$ cat src/rtl/tx_sequencer_1553_pkg.sv
// Shared types and constants for the 1553 transmit sequencer.
package tx_sequencer_1553_pkg;

  localparam int WORD_CLKS = 40;
  localparam int MAX_WC    = 32;
  localparam int STATE_W   = 3;
  localparam int TMR_W     = 6;
  localparam int REM_W     = 6;

  typedef enum logic [STATE_W-1:0] {
    IDLE,
    GAP,
    SEND_SW,
    WAIT_SW,
    SEND_DW,
    WAIT_DW,
    DONE
  } state_e;

  // A word count of 0 on the bus means a full 32-word message.
  function automatic logic [REM_W-1:0] wc_to_rem(input logic [4:0] wc);
    return (wc == 5'd0) ? REM_W'(MAX_WC) : {1'b0, wc};
  endfunction

endpackage

$ cat src/rtl/tx_sequencer_1553_slot_timer.sv
// Loadable down-counter that parks at zero; times both the response gap and word slots.
module tx_slot_timer #(
  parameter int W = 6
) (
  input  logic         enc_clk,
  input  logic         rst_n,
  input  logic         load,
  input  logic [W-1:0] load_val,
  output logic [W-1:0] value,
  output logic         zero
);

  always_ff @(posedge enc_clk or negedge rst_n) begin
    if (!rst_n)              value <= '0;
    else if (load)           value <= load_val;
    else if (value != '0)    value <= value - 1'b1;
  end

  assign zero = (value == '0);

endmodule

$ cat src/rtl/tx_sequencer_1553.sv
// Sequences one status word plus its data words onto the 1553 encoder, pacing
// strobes on the slot timer and prefetching each data word from the FIFO.
module tx_sequencer_1553
  import tx_sequencer_1553_pkg::*;
(
  input  logic        enc_clk,
  input  logic        rst_n,
  input  logic        msg_start,
  input  logic [0:15] msg_status,
  input  logic [4:0]  msg_wc,
  input  logic [4:0]  msg_gap,
  input  logic        abort,
  output logic        dw_rd,
  input  logic [0:15] dw_data,
  input  logic        dw_empty,
  output logic [0:15] tx_dword,
  output logic        tx_csw,
  output logic        tx_dw,
  input  logic        tx_busy,
  output logic        msg_busy,
  output logic        msg_done,
  output logic        msg_err
);

  state_e             state, state_d;
  logic [0:15]        status_q, hold_q, dword_d;
  logic [REM_W-1:0]   rem_q, rem_d;
  logic               err_q, err_d;
  logic               first_q, cap_q;
  logic               lat_ld, dword_ld, tmr_ld;
  logic [TMR_W-1:0]   tmr_val, t_val;
  logic               t_zero, t_last;

  tx_slot_timer #(.W(TMR_W)) u_timer (
    .enc_clk  (enc_clk),
    .rst_n    (rst_n),
    .load     (tmr_ld),
    .load_val (tmr_val),
    .value    (t_val),
    .zero     (t_zero)
  );

  // The slot expires on the edge where the timer reaches zero, so a word
  // slot of WORD_CLKS-1 waiting cycles plus the strobe cycle gives exact pacing.
  assign t_last = t_zero | (t_val == TMR_W'(1));

  always_ff @(posedge enc_clk or negedge rst_n) begin
    if (!rst_n) begin
      state    <= IDLE;
      status_q <= '0;
      hold_q   <= '0;
      rem_q    <= '0;
      err_q    <= 1'b0;
      first_q  <= 1'b0;
      cap_q    <= 1'b0;
      tx_dword <= '0;
    end else begin
      state   <= state_d;
      rem_q   <= rem_d;
      err_q   <= err_d;
      first_q <= (state == SEND_SW) || (state == SEND_DW);
      cap_q   <= dw_rd;
      if (lat_ld)   status_q <= msg_status;
      if (cap_q)    hold_q   <= dw_data;
      if (dword_ld) tx_dword <= dword_d;
    end
  end

  always_comb begin
    state_d  = state;
    rem_d    = rem_q;
    err_d    = err_q;
    lat_ld   = 1'b0;
    tmr_ld   = 1'b0;
    tmr_val  = '0;
    dword_ld = 1'b0;
    dword_d  = hold_q;
    dw_rd    = 1'b0;
    unique case (state)
      IDLE: begin
        if (msg_start) begin
          lat_ld = 1'b1;
          rem_d  = wc_to_rem(msg_wc);
          err_d  = 1'b0;
          if (msg_gap == 5'd0) begin
            state_d  = SEND_SW;
            dword_ld = 1'b1;
            dword_d  = msg_status;
          end else begin
            state_d = GAP;
            tmr_ld  = 1'b1;
            tmr_val = TMR_W'(msg_gap);
          end
        end
      end
      GAP: begin
        if (abort) begin
          err_d   = 1'b1;
          state_d = DONE;
        end else if (t_last) begin
          state_d  = SEND_SW;
          dword_ld = 1'b1;
          dword_d  = status_q;
        end
      end
      SEND_SW: begin
        tmr_ld  = 1'b1;
        tmr_val = TMR_W'(WORD_CLKS - 1);
        state_d = WAIT_SW;
      end
      SEND_DW: begin
        tmr_ld  = 1'b1;
        tmr_val = TMR_W'(WORD_CLKS - 1);
        rem_d   = (rem_q != '0) ? rem_q - 1'b1 : '0;
        state_d = WAIT_DW;
      end
      WAIT_SW, WAIT_DW: begin
        // Prefetch the next word at the top of the slot; an empty FIFO here is an underrun.
        if (first_q && rem_q != '0) begin
          if (!dw_empty) dw_rd = 1'b1;
          else           err_d = 1'b1;
        end
        if (abort) err_d = 1'b1;
        if (t_last && !tx_busy) begin
          if (rem_q != '0 && !err_q && !abort) begin
            state_d  = SEND_DW;
            dword_ld = 1'b1;
            dword_d  = hold_q;
          end else begin
            state_d = DONE;
          end
        end
      end
      DONE:    state_d = IDLE;
      default: state_d = IDLE;
    endcase
  end

  assign tx_csw   = (state == SEND_SW);
  assign tx_dw    = (state == SEND_DW);
  assign msg_done = (state == DONE);
  assign msg_err  = msg_done & err_q;
  assign msg_busy = (state != IDLE) && (state != DONE);

endmodule

$ cat config.mk
export PLATFORM = sky130hd
export DESIGN_NAME = tx_sequencer_1553
export DESIGN_NICKNAME = d
export VERILOG_FILES = /design/src/rtl/tx_sequencer_1553_pkg.sv /design/src/rtl/tx_sequencer_1553_slot_timer.sv /design/src/rtl/tx_sequencer_1553.sv
export SDC_FILE = /design/constraint.sdc
export NUM_CORES = 1
export LEC_CHECK = 0
export CORE_MARGIN = 2
export CORE_UTILIZATION = 50
export DETAILED_ROUTE_END_ITERATION = 12
export GPL_TIMING_DRIVEN = 0
export PLACE_DENSITY = 0.81
export SLEW_MARGIN = 20
export SYNTH_ARGS = -nofsm -noshare
export SYNTH_HDL_FRONTEND = slang
export SYNTH_SLANG_ARGS = --single-unit
$ cat constraint.sdc
create_clock -name enc_clk -period 2.42 [get_ports enc_clk]
set_clock_uncertainty 0.15 [all_clocks]
set_input_delay 0.605 -clock enc_clk [delete_from_list [all_inputs] [get_ports enc_clk]]
set_output_delay 0.605 -clock enc_clk [all_outputs]
set_load 0.005 [all_outputs]
==> results of run 1 <==
## tightest hold or removal path, delay by kind of cell, from the launching register on
kind,cells,cell delay (ps)
flip-flops,1,340
AND/OR/NAND/NOR,2,110
## worst paths after layout
check,startpoint,endpoint,cells after the start
setup / recovery,rem_q[1],dw_rd,7
hold / removal,status_q[13],status_q[13],2
setup reg to reg,rem_q[1],tx_dword[10],9
hold reg to reg,status_q[13],status_q[13],2
max in group asynchronous,rst_n,state[2],3
min in group asynchronous,rst_n,u_timer.value[5],2
## placed cells by master, fill, tap and decap left out, types with 11 or more instances in the layout
cell type	count
a21oi_1	11
a32oi_1	16
buf_4	11
clkdlybuf4s50_1	62
dfrtp_1	65
mux2_2	16
nand2_1	61
nor2_1	25
o21ai_0	20
## layer usage
layer	track usage [%]	up-vias	share of wire, %
met1	31.5	1439	42
met5	0	-	0
met2	40.3	101	50
met3	4.04	22	4.7
met4	12.0	0	2.6
li1	-	1343	-
## metrics by stage
stage / instances / setup slack [ps] / setup TNS (ps) / utilization (%) / hold WS (ps)
2_1_floorplan: 323 / 183 / 0 / - / 159
3_3_place_gp: 469 / -1610 / -119800 / 64.3 / 308
3_5_place_dp: 470 / -720 / -15020 / 64.7 / 313
4_1_cts: 496 / -248 / -248 / 70.1 / 338
5_1_grt: 496 / -305 / -399 / 70.6 / 363
6_report: 496 / -239 / -239 / 70.6 / 335
## synth_stat cells, types with 4 or more instances
cell | count | area share (%)
a2bb2oi_2 | 10 | 4.5
ha_1 | 5 | 1.9
nor3_1 | 4 | 0.60
dfrtp_1 | 66 | 50
a21oi_1 | 11 | 1.7
o21ai_1 | 6 | 0.90
nor2_1 | 27 | 3.1
inv_1 | 7 | 0.79
mux2_2 | 16 | 5.4
nand2_1 | 63 | 7.1
a32oi_1 | 16 | 4.2
o21ai_0 | 21 | 3.2
clkbuf_1 | 11 | 1.2
nand3_1 | 4 | 0.60
a2bb2oi_1 | 7 | 1.8
## where the power goes
| group | total [mW] | internal (mW) | switching (mW) |
|---|---|---|---|
| combinational | 2.14 | 1.14 | 0.997 |
| sequential | 1.95 | 1.61 | 0.339 |
| clock | 1.05 | 0.610 | 0.440 |
## registers in the layout, indices dropped and copies added (netlist names)
register,flops
cap_q,1
err_q,1
first_q,1
hold_q,16
rem_q,6
state,3
status_q,16
tx_dword,16
u_timer.value,6
## cells by family after synthesis
| kind of cell | count (synthesis) | synth area share [%] |
|---|---|---|
| xor gates and xnor gates | 5 | 1.32 |
| adders and majority gates | 5 | 1.88 |
| buffers and inverters | 25 | 3.58 |
| DFF | 66 | 49.7 |
| and+or+nand+nor | 119 | 17.4 |
| AOI/OAI and AO/OA | 86 | 20.3 |
| muxes | 17 | 5.76 |
## final cells by class
type                            instances  area (sq um)
Fill cell                             466          1880
Sequential cell                        66          1650
Multi-Input combinational cell        232          1600
Timing Repair Buffer                   81           793
Clock buffer                           10           138
Buffer                                 17           110
Tap cell                               77          96.3
Clock inverter                          6          88.8
Inverter                                7          28.8
## timing repair
item	4_1_cts	5_1_grt
hold buffers	1	0
endpoints found under the setup margin	21	22
endpoints found under the hold margin	10	0
pin swaps	3	2
buffers inserted	9	1
gates resized for setup	31	10
==> flow_results.xml, run 1 <==
<?xml version="1.0" encoding="UTF-8"?>
<metrics>
  <group name="status">
    <metric name="run_status" unit="">finished with violations</metric>
    <metric name="violations" unit="">setup timing</metric>
  </group>
  <group name="synthesis">
    <metric name="post_synthesis_sequential_area_ratio" unit="%">49.7</metric>
    <metric name="avgSynthCellArea" unit="sq um">10.3</metric>
    <metric name="yosys_warnings" unit="">0</metric>
    <metric name="synthesis.area" unit="sq um">3320</metric>
    <metric name="syn_nets" unit="">376</metric>
    <metric name="synth_cells" unit="">323</metric>
    <metric name="ys_dominant_reg_cell" unit="">dfrtp_1</metric>
    <metric name="yosys.cell_types.count" unit="">52</metric>
    <metric name="edff_count_synth" unit="">0</metric>
    <metric name="synth_async_sr_flop_share" unit="%">100</metric>
    <metric name="ys_seq_elements" unit="">66</metric>
  </group>
  <group name="finish">
    <metric name="finalNetCount" unit="">467</metric>
    <metric name="syn_to_final_growth" unit="%">35.8</metric>
    <metric name="final_layout_size_suffix_gt1_share" unit="%">21.5</metric>
    <metric name="n_antenna_cell" unit="">0</metric>
    <metric name="finalInstanceArea" unit="sq um">4510</metric>
  </group>
  <group name="worst_setup_path">
    <metric name="worstSetupStartpointType" unit="">flip-flop</metric>
    <metric name="crit_path_top_delay_cell" unit="">or4b_4</metric>
    <metric name="crit_family" unit="">simple AND/OR/NAND/NOR gates</metric>
    <metric name="worst_endpoint_data_arrival_time" unit="ps">1900</metric>
    <metric name="criticalPathCategory" unit="">flip-flop to output pin</metric>
    <metric name="critical_path_buf_inv_count" unit="">2</metric>
    <metric name="setup.worst_path.end_class" unit="">output pin</metric>
    <metric name="setup.reg_to_reg.worst_slack" unit="ps">90</metric>
    <metric name="slowest_delay" unit="ps">460</metric>
    <metric name="cp.required" unit="ps">1660</metric>
    <metric name="timing.critical_path.cells" unit="">inv_2 -&gt; ha_1 -&gt; or4b_4 -&gt; or2_4 -&gt; nand2_2 -&gt; nor3_2 -&gt; buf_2</metric>
    <metric name="path_max_fanout" unit="">2</metric>
  </group>
  <group name="cts">
    <metric name="clkTransAtPathRegs" unit="ps">70</metric>
    <metric name="cts_root_buffer" unit="">clkbuf_8</metric>
    <metric name="cts_num_sinks" unit="">66</metric>
    <metric name="tritoncts.num_buffers" unit="">9</metric>
    <metric name="cts_max_path_buffers" unit="">2</metric>
    <metric name="worstSkewPairLatency" unit="ps">340</metric>
    <metric name="cts_h_tree_lvls" unit="">3</metric>
    <metric name="cts_tree" unit="">done</metric>
  </group>
  <group name="detailed_routing">
    <metric name="drt.antenna.violating_nets" unit="">0</metric>
    <metric name="vias_per_cell" unit="">5.86</metric>
    <metric name="remaining_drc_errors" unit="">0</metric>
    <metric name="detailedRoute.firstPassIterationCount" unit="">4</metric>
    <metric name="num_vias" unit="">2905</metric>
    <metric name="route.detailed.wl_per_inst" unit="um">16.9</metric>
    <metric name="drt-total-wl" unit="um">8370</metric>
    <metric name="detail_route.iter0.violations" unit="">210</metric>
  </group>
  <group name="timing">
    <metric name="timing.final.ws_setup" unit="ps">-239</metric>
    <metric name="slew_viol_final" unit="">0</metric>
    <metric name="fmaxAchievable" unit="MHz">376</metric>
    <metric name="worst_slew_margin_rel" unit="%">64.0</metric>
    <metric name="period_utilisation_layout" unit="%">110</metric>
    <metric name="worstMarginPinSlew" unit="ps">535</metric>
    <metric name="setup_viol" unit="">1</metric>
    <metric name="timing.final.hold_violations" unit="">0</metric>
    <metric name="setup_repair_after_global_routing_missed_its_margin" unit="">yes</metric>
    <metric name="min_period" unit="ps">2660</metric>
  </group>
  <group name="power">
    <metric name="total_leakage_power" unit="nW">2.00</metric>
    <metric name="vdd.ir_drop.worst" unit="mV">0.731</metric>
    <metric name="cellPowerDensity" unit="nW/um^2">1140</metric>
    <metric name="power.total" unit="mW">5.14</metric>
  </group>
  <group name="global_routing">
    <metric name="first_global_vias" unit="">2926</metric>
    <metric name="antenna_violations_before_repair" unit="">0</metric>
    <metric name="first_pass_grt_wire_length" unit="um">14100</metric>
    <metric name="grt_start_max_net_pins" unit="">57</metric>
    <metric name="globalRoute.totalOverflow" unit="">0</metric>
    <metric name="gr_util_all_layers" unit="%">24.5</metric>
  </group>
  <group name="die">
    <metric name="num_io_pins" unit="">70</metric>
    <metric name="die_height" unit="um">85.5</metric>
    <metric name="dieArea" unit="sq um">7310</metric>
    <metric name="die_x_extent" unit="um">85.5</metric>
    <metric name="floorplan.initialDensity" unit="%">52.0</metric>
    <metric name="core_area" unit="sq um">6390</metric>
    <metric name="number_of_placement_rows" unit="">29</metric>
  </group>
  <group name="placed_design">
    <metric name="portBuffers" unit="">69</metric>
    <metric name="place.gp.congestion" unit="">0.916</metric>
    <metric name="place.detailed.hpwl" unit="um">5910</metric>
    <metric name="postPlaceCellArea" unit="sq um">4130</metric>
  </group>
  <group name="run">
    <metric name="maxCapViolations" unit="">0</metric>
  </group>
  <group name="min_path">
    <metric name="type_of_the_tightest_min_delay_check" unit="">flip-flop to flip-flop</metric>
  </group>
</metrics>
Note: power is estimated with default switching activity, not from simulation.
==> inputs of run 2 (changes only) <==
CORE_UTILIZATION = 46   (was 50)
PLACE_DENSITY = 0.78   (was 0.81)
clock period = 2.3 ns   (was 2.42 ns; I/O delays follow)
==> flow_results.xml, run 2 (synthesis results as in run 1) <==
<?xml version="1.0" encoding="UTF-8"?>
<metrics>
  <group name="status">
    <metric name="run_status" unit="">finished with violations</metric>
    <metric name="violations" unit="">setup timing</metric>
  </group>
  <group name="power">
    <metric name="total_leakage_power" unit="nW">2.07</metric>
    <metric name="vdd.ir_drop.worst" unit="mV">0.657</metric>
    <metric name="cellPowerDensity" unit="nW/um^2">1180</metric>
  </group>
  <group name="worst_setup_path">
    <metric name="criticalPathCategory" unit="">flip-flop to output pin</metric>
    <metric name="slowest_delay" unit="ps">460</metric>
    <metric name="critical_path_buf_inv_count" unit="">2</metric>
    <metric name="worst_endpoint_data_arrival_time" unit="ps">1940</metric>
    <metric name="timing.critical_path.cells" unit="">inv_2 -&gt; ha_4 -&gt; or4b_4 -&gt; or2_4 -&gt; nand2_4 -&gt; nor3_4 -&gt; buf_2</metric>
    <metric name="worstSetupStartpointType" unit="">flip-flop</metric>
    <metric name="setup.worst_path.end_class" unit="">output pin</metric>
    <metric name="r2r_cells" unit="">9</metric>
    <metric name="cp-startpoint" unit="">rem_q[1]</metric>
    <metric name="timing.critical_path.depth" unit="">7</metric>
    <metric name="crit_family" unit="">simple AND/OR/NAND/NOR gates</metric>
    <metric name="path_max_fanout" unit="">2</metric>
    <metric name="crit_path_top_delay_cell" unit="">or4b_4</metric>
    <metric name="reg2reg_from" unit="">rem_q[1]</metric>
    <metric name="worst_r2r_endpoint" unit="">err_q</metric>
    <metric name="cp.required" unit="ps">1570</metric>
    <metric name="setup.reg_to_reg.worst_slack" unit="ps">-230</metric>
    <metric name="endpoint" unit="">dw_rd</metric>
  </group>
  <group name="placed_design">
    <metric name="place.gp.congestion" unit="">0.863</metric>
    <metric name="portBuffers" unit="">69</metric>
    <metric name="detailedPlace.worstSlack" unit="ps">-801</metric>
    <metric name="place.detailed.hpwl" unit="um">5800</metric>
  </group>
  <group name="finish">
    <metric name="mostFrequentLayoutCell" unit="">dfrtp_1</metric>
    <metric name="finalNetCount" unit="">481</metric>
    <metric name="layout.cells.most_common_list" unit="">dfrtp_1, nand2_1, clkdlybuf4s50_1</metric>
    <metric name="final_layout_size_suffix_gt1_share" unit="%">24.0</metric>
    <metric name="final.fill_count" unit="">527</metric>
    <metric name="n_antenna_cell" unit="">0</metric>
    <metric name="layout_top_registers" unit="">hold_q: 16 flops, status_q: 16 flops, tx_dword: 16 flops</metric>
    <metric name="utilization" unit="%">67.7</metric>
    <metric name="syn_to_final_growth" unit="%">40.8</metric>
  </group>
  <group name="cts">
    <metric name="cts_root_buffer" unit="">clkbuf_8</metric>
    <metric name="cts_h_tree_lvls" unit="">3</metric>
    <metric name="clkTransAtPathRegs" unit="ps">70</metric>
    <metric name="worstSkewPairLatency" unit="ps">350</metric>
    <metric name="cts_tree" unit="">done</metric>
    <metric name="cts_num_sinks" unit="">66</metric>
    <metric name="cts_max_path_buffers" unit="">2</metric>
    <metric name="tritoncts.num_buffers" unit="">9</metric>
  </group>
  <group name="detailed_routing">
    <metric name="detailedRoute.firstPassIterationCount" unit="">4</metric>
    <metric name="vias_per_cell" unit="">5.71</metric>
    <metric name="drt-total-wl" unit="um">9240</metric>
    <metric name="drt.antenna.violating_nets" unit="">0</metric>
    <metric name="remaining_drc_errors" unit="">0</metric>
    <metric name="detail_route.iter0.violations" unit="">215</metric>
    <metric name="num_vias" unit="">3018</metric>
    <metric name="route.detailed.wl_per_inst" unit="um">17.5</metric>
  </group>
  <group name="timing">
    <metric name="setup_repair_after_global_routing_missed_its_margin" unit="">yes</metric>
    <metric name="total_negative_slack" unit="ps">-2370</metric>
    <metric name="min_period" unit="ps">2670</metric>
    <metric name="fmaxAchievable" unit="MHz">375</metric>
    <metric name="worst_slew_margin_rel" unit="%">59.9</metric>
    <metric name="worstMarginPinSlew" unit="ps">601</metric>
    <metric name="period_utilisation_layout" unit="%">116</metric>
    <metric name="setup_viol" unit="">18</metric>
    <metric name="slew_viol_final" unit="">0</metric>
    <metric name="timing.final.hold_violations" unit="">0</metric>
    <metric name="timing.final.ws_setup" unit="ps">-369</metric>
  </group>
  <group name="die">
    <metric name="num_io_pins" unit="">70</metric>
    <metric name="core_area" unit="sq um">6910</metric>
    <metric name="die_x_extent" unit="um">89.0</metric>
    <metric name="dieArea" unit="sq um">7910</metric>
    <metric name="number_of_placement_rows" unit="">30</metric>
    <metric name="die_height" unit="um">89.0</metric>
    <metric name="floorplan.initialDensity" unit="%">48.1</metric>
  </group>
  <group name="global_routing">
    <metric name="antenna_violations_before_repair" unit="">0</metric>
    <metric name="first_pass_grt_wire_length" unit="um">14400</metric>
    <metric name="globalRoute.totalOverflow" unit="">0</metric>
    <metric name="first_global_vias" unit="">2999</metric>
    <metric name="grt_start_max_net_pins" unit="">39</metric>
    <metric name="gr_util_all_layers" unit="%">24.3</metric>
  </group>
  <group name="min_path">
    <metric name="type_of_the_tightest_min_delay_check" unit="">flip-flop to flip-flop</metric>
  </group>
  <group name="run">
    <metric name="maxCapViolations" unit="">0</metric>
  </group>
</metrics>
## run 2: how the worst min path moves through the flow
stage,start,end,slack [ps],depth (start not counted)
global placement,status_q[0],status_q[0],310,2
CTS,status_q[8],status_q[8],330,2
global route,status_q[5],status_q[5],360,2
detailed placement,status_q[8],status_q[8],310,2
floorplan,rst_n,cap_q,130,0
finish,status_q[8],status_q[8],330,2
## run 2: timing repair
| item | CTS | global route |
|---|---|---|
| hold buffers | 1 | 0 |
| pin swaps | 8 | 5 |
| buffers inserted | 20 | 3 |
| hold endpoints to repair | 24 | 0 |
| cloned | 0 | 1 |
| gates resized for setup | 45 | 9 |
| endpoints found under the setup margin | 30 | 24 |
## run 2: metal layers
| layer | track usage, % | vias up | share of wire (%) |
|---|---|---|---|
| li1 | - | 1374 | - |
| met1 | 31.1 | 1496 | 41 |
| met2 | 41.2 | 134 | 51 |
| met3 | 6.37 | 14 | 6.0 |
| met4 | 6.65 | 0 | 1.5 |
| met5 | 0 | - | 0 |
## run 2: layout make-up
class | instances | area (sq um) | share of cell area, %
clock buffers | 12 | 155 | 3.32
inverters | 7 | 28.8 | 0.615
clock inverters | 4 | 50.0 | 1.07
repair buffers | 94 | 910 | 19.5
well taps | 96 | 120 | 2.57
flip-flops and latches | 66 | 1650 | 35.3
multi-input cells | 232 | 1620 | 34.7
plain buffers | 18 | 136 | 2.92
## run 2: stage by stage
step                std cells  hold WS [ps]  area [sq um]  power [mW]
finish                    529           329          4680        5.50
global route              529           364          4680        5.85
CTS                       526           331          4630        5.37
detailed placement        489           314          4150        4.07
global placement          488           309          4130        3.98
floorplan                 323           129          3320        3.29
## run 2: worst reg2reg max path, stage by stage (launching register included)
cell	delay, ps
dfrtp_1	410
inv_2	90
ha_4	130
or4b_4	460
or2_4	260
buf_4	140
buf_6	120
a311oi_2	270
nor2_1	70
mux2_1	310
## run 2: report_power, final
part           leakage [nW]  total [mW]  switching, mW  internal, mW
Combinational          1.14        2.41           1.12          1.29
Sequential            0.832        2.07          0.372          1.69
Clock                0.0986        1.02          0.460         0.558
Total                  2.07        5.50           1.95          3.55
==> inputs of run 3 (changes only) <==
RECOVER_POWER = 100   (was default)
==> flow_results.xml, run 3 (synthesis results as in run 1) <==
<?xml version="1.0" encoding="UTF-8"?>
<metrics>
  <group name="placed_design">
    <metric name="postPlaceCellArea" unit="sq um">4150</metric>
    <metric name="place.gp.congestion" unit="">0.863</metric>
    <metric name="place.detailed.hpwl" unit="um">5800</metric>
    <metric name="portBuffers" unit="">69</metric>
  </group>
  <group name="worst_setup_path">
    <metric name="cp-startpoint" unit="">rem_q[1]</metric>
    <metric name="timing.critical_path.depth" unit="">7</metric>
    <metric name="crit_path_top_delay_cell" unit="">or4b_4</metric>
    <metric name="worst_endpoint_data_arrival_time" unit="ps">1940</metric>
    <metric name="endpoint" unit="">dw_rd</metric>
    <metric name="r2r_cells" unit="">9</metric>
    <metric name="crit_family" unit="">simple AND/OR/NAND/NOR gates</metric>
    <metric name="slowest_delay" unit="ps">460</metric>
    <metric name="timing.critical_path.cells" unit="">inv_2 -&gt; ha_4 -&gt; or4b_4 -&gt; or2_4 -&gt; nand2_4 -&gt; nor3_4 -&gt; buf_2</metric>
    <metric name="critical_path_buf_inv_count" unit="">2</metric>
    <metric name="cp.required" unit="ps">1570</metric>
    <metric name="criticalPathCategory" unit="">flip-flop to output pin</metric>
    <metric name="worst_r2r_endpoint" unit="">err_q</metric>
    <metric name="reg2reg_from" unit="">rem_q[1]</metric>
    <metric name="setup.worst_path.end_class" unit="">output pin</metric>
    <metric name="setup.reg_to_reg.worst_slack" unit="ps">-220</metric>
    <metric name="worstSetupStartpointType" unit="">flip-flop</metric>
    <metric name="path_max_fanout" unit="">2</metric>
  </group>
  <group name="finish">
    <metric name="final_layout_size_suffix_gt1_share" unit="%">23.8</metric>
    <metric name="layout.cells.most_common_list" unit="">dfrtp_1, nand2_1, clkdlybuf4s50_1</metric>
    <metric name="syn_to_final_growth" unit="%">40.3</metric>
    <metric name="n_antenna_cell" unit="">0</metric>
    <metric name="finalNetCount" unit="">481</metric>
    <metric name="finalInstanceArea" unit="sq um">4660</metric>
    <metric name="layout_top_registers" unit="">hold_q: 16 flops, status_q: 16 flops, tx_dword: 16 flops</metric>
    <metric name="utilization" unit="%">67.4</metric>
    <metric name="mostFrequentLayoutCell" unit="">dfrtp_1</metric>
  </group>
  <group name="global_routing">
    <metric name="grt_start_max_net_pins" unit="">39</metric>
    <metric name="first_pass_grt_wire_length" unit="um">14400</metric>
    <metric name="gr_util_all_layers" unit="%">24.3</metric>
    <metric name="antenna_violations_before_repair" unit="">0</metric>
    <metric name="globalRoute.totalOverflow" unit="">0</metric>
    <metric name="first_global_vias" unit="">2999</metric>
  </group>
  <group name="detailed_routing">
    <metric name="route.detailed.wl_per_inst" unit="um">17.4</metric>
    <metric name="remaining_drc_errors" unit="">0</metric>
    <metric name="vias_per_cell" unit="">5.74</metric>
    <metric name="detailedRoute.firstPassIterationCount" unit="">5</metric>
    <metric name="met3_wirelength" unit="um">512</metric>
    <metric name="drt-total-wl" unit="um">9180</metric>
    <metric name="top_layer_used" unit="">met4</metric>
    <metric name="detail_route.iter0.violations" unit="">229</metric>
    <metric name="met1Wirelength" unit="um">3760</metric>
    <metric name="num_vias" unit="">3036</metric>
    <metric name="met2_length" unit="um">4790</metric>
    <metric name="drt.antenna.violating_nets" unit="">0</metric>
  </group>
  <group name="cts">
    <metric name="cts_root_buffer" unit="">clkbuf_8</metric>
    <metric name="worstSkewPairLatency" unit="ps">350</metric>
    <metric name="cts_max_path_buffers" unit="">2</metric>
    <metric name="clkTransAtPathRegs" unit="ps">70</metric>
    <metric name="cts_tree" unit="">done</metric>
    <metric name="cts_h_tree_lvls" unit="">3</metric>
    <metric name="tritoncts.num_buffers" unit="">9</metric>
    <metric name="cts_num_sinks" unit="">66</metric>
  </group>
  <group name="timing">
    <metric name="min_period" unit="ps">2670</metric>
    <metric name="worst_slew_margin_rel" unit="%">52.7</metric>
    <metric name="fmaxAchievable" unit="MHz">375</metric>
    <metric name="worstMarginPinSlew" unit="ps">709</metric>
    <metric name="period_utilisation_layout" unit="%">116</metric>
    <metric name="timing.final.hold_violations" unit="">0</metric>
    <metric name="timing.final.ws_setup" unit="ps">-367</metric>
    <metric name="setup_viol" unit="">18</metric>
    <metric name="slew_viol_final" unit="">0</metric>
    <metric name="setup_repair_after_global_routing_missed_its_margin" unit="">yes</metric>
  </group>
  <group name="die">
    <metric name="number_of_placement_rows" unit="">30</metric>
    <metric name="core_area" unit="sq um">6910</metric>
    <metric name="floorplan.initialDensity" unit="%">48.1</metric>
    <metric name="dieArea" unit="sq um">7910</metric>
    <metric name="die_height" unit="um">89.0</metric>
    <metric name="num_io_pins" unit="">70</metric>
    <metric name="die_x_extent" unit="um">89.0</metric>
  </group>
  <group name="min_path">
    <metric name="type_of_the_tightest_min_delay_check" unit="">flip-flop to flip-flop</metric>
  </group>
  <group name="power">
    <metric name="total_leakage_power" unit="nW">2.06</metric>
    <metric name="cellPowerDensity" unit="nW/um^2">1180</metric>
    <metric name="power.total" unit="mW">5.48</metric>
    <metric name="vdd.ir_drop.worst" unit="mV">0.659</metric>
  </group>
  <group name="status">
    <metric name="run_status" unit="">finished with violations</metric>
    <metric name="violations" unit="">setup timing</metric>
  </group>
  <group name="run">
    <metric name="maxCapViolations" unit="">0</metric>
  </group>
</metrics>
-- run 3: worst min path at each step --
| stage | start | cells past startpoint | endpoint |
|---|---|---|---|
| final | status_q[8] | 2 | status_q[8] |
| after floorplan | rst_n | 0 | cap_q |
| after detailed placement | status_q[8] | 2 | status_q[8] |
| after global routing | status_q[5] | 2 | status_q[5] |
| after CTS | status_q[8] | 2 | status_q[8] |
| after global placement | status_q[0] | 2 | status_q[0] |
-- run 3: area by class of cell --
| cell class | instances | area, sq um |
|---|---|---|
| Sequential cell | 66 | 1650 |
| Clock inverter | 4 | 50.0 |
| Buffer | 18 | 136 |
| Inverter | 7 | 28.8 |
| Fill cell | 530 | 2250 |
| Clock buffer | 12 | 155 |
| Tap cell | 96 | 120 |
| Timing Repair Buffer | 94 | 895 |
| Multi-Input combinational cell | 232 | 1620 |
-- run 3: worst register-to-register path, cell delays in order (launching register included) --
cell and delay (ps):
dfrtp_1 410, inv_2 90, ha_4 130, or4b_4 460, or2_4 260, buf_4 140, buf_6 120, a311oi_2 270
nor2_1 70, mux2_1 310
-- run 3: metal layers --
metal	track usage, %	vias up
met5	0	-
met4	6.65	0
met3	6.37	12
met2	41.2	113
met1	31.1	1537
li1	-	1374
-- run 3: timing repair --
action,CTS,global route
cloned,0,1
buffers inserted,20,3
gates resized for setup,45,9
endpoints found under the hold margin,24,0
pin swaps,8,5
endpoints found under the setup margin,30,24
hold buffers,1,0
-- run 3: metrics by stage --
step | TNS (ps) | std cells | worst slack (ps) | hold WS (ps)
2_1_floorplan | 0 | 323 | 93.4 | 129
3_3_place_gp | -131320 | 488 | -1710 | 309
3_5_place_dp | -20330 | 489 | -801 | 314
4_1_cts | -1280 | 526 | -333 | 331
5_1_grt | -3300 | 529 | -416 | 364
6_report | -2300 | 529 | -367 | 329
-- run 3: report_power, final --
| group | total [mW] | switching, mW | internal (mW) | leakage [nW] |
|---|---|---|---|---|
| logic | 2.40 | 1.11 | 1.29 | 1.13 |
| clock network | 1.02 | 0.458 | 0.558 | 0.0986 |
| registers | 2.06 | 0.369 | 1.69 | 0.832 |
| total | 5.48 | 1.93 | 3.54 | 2.06 |
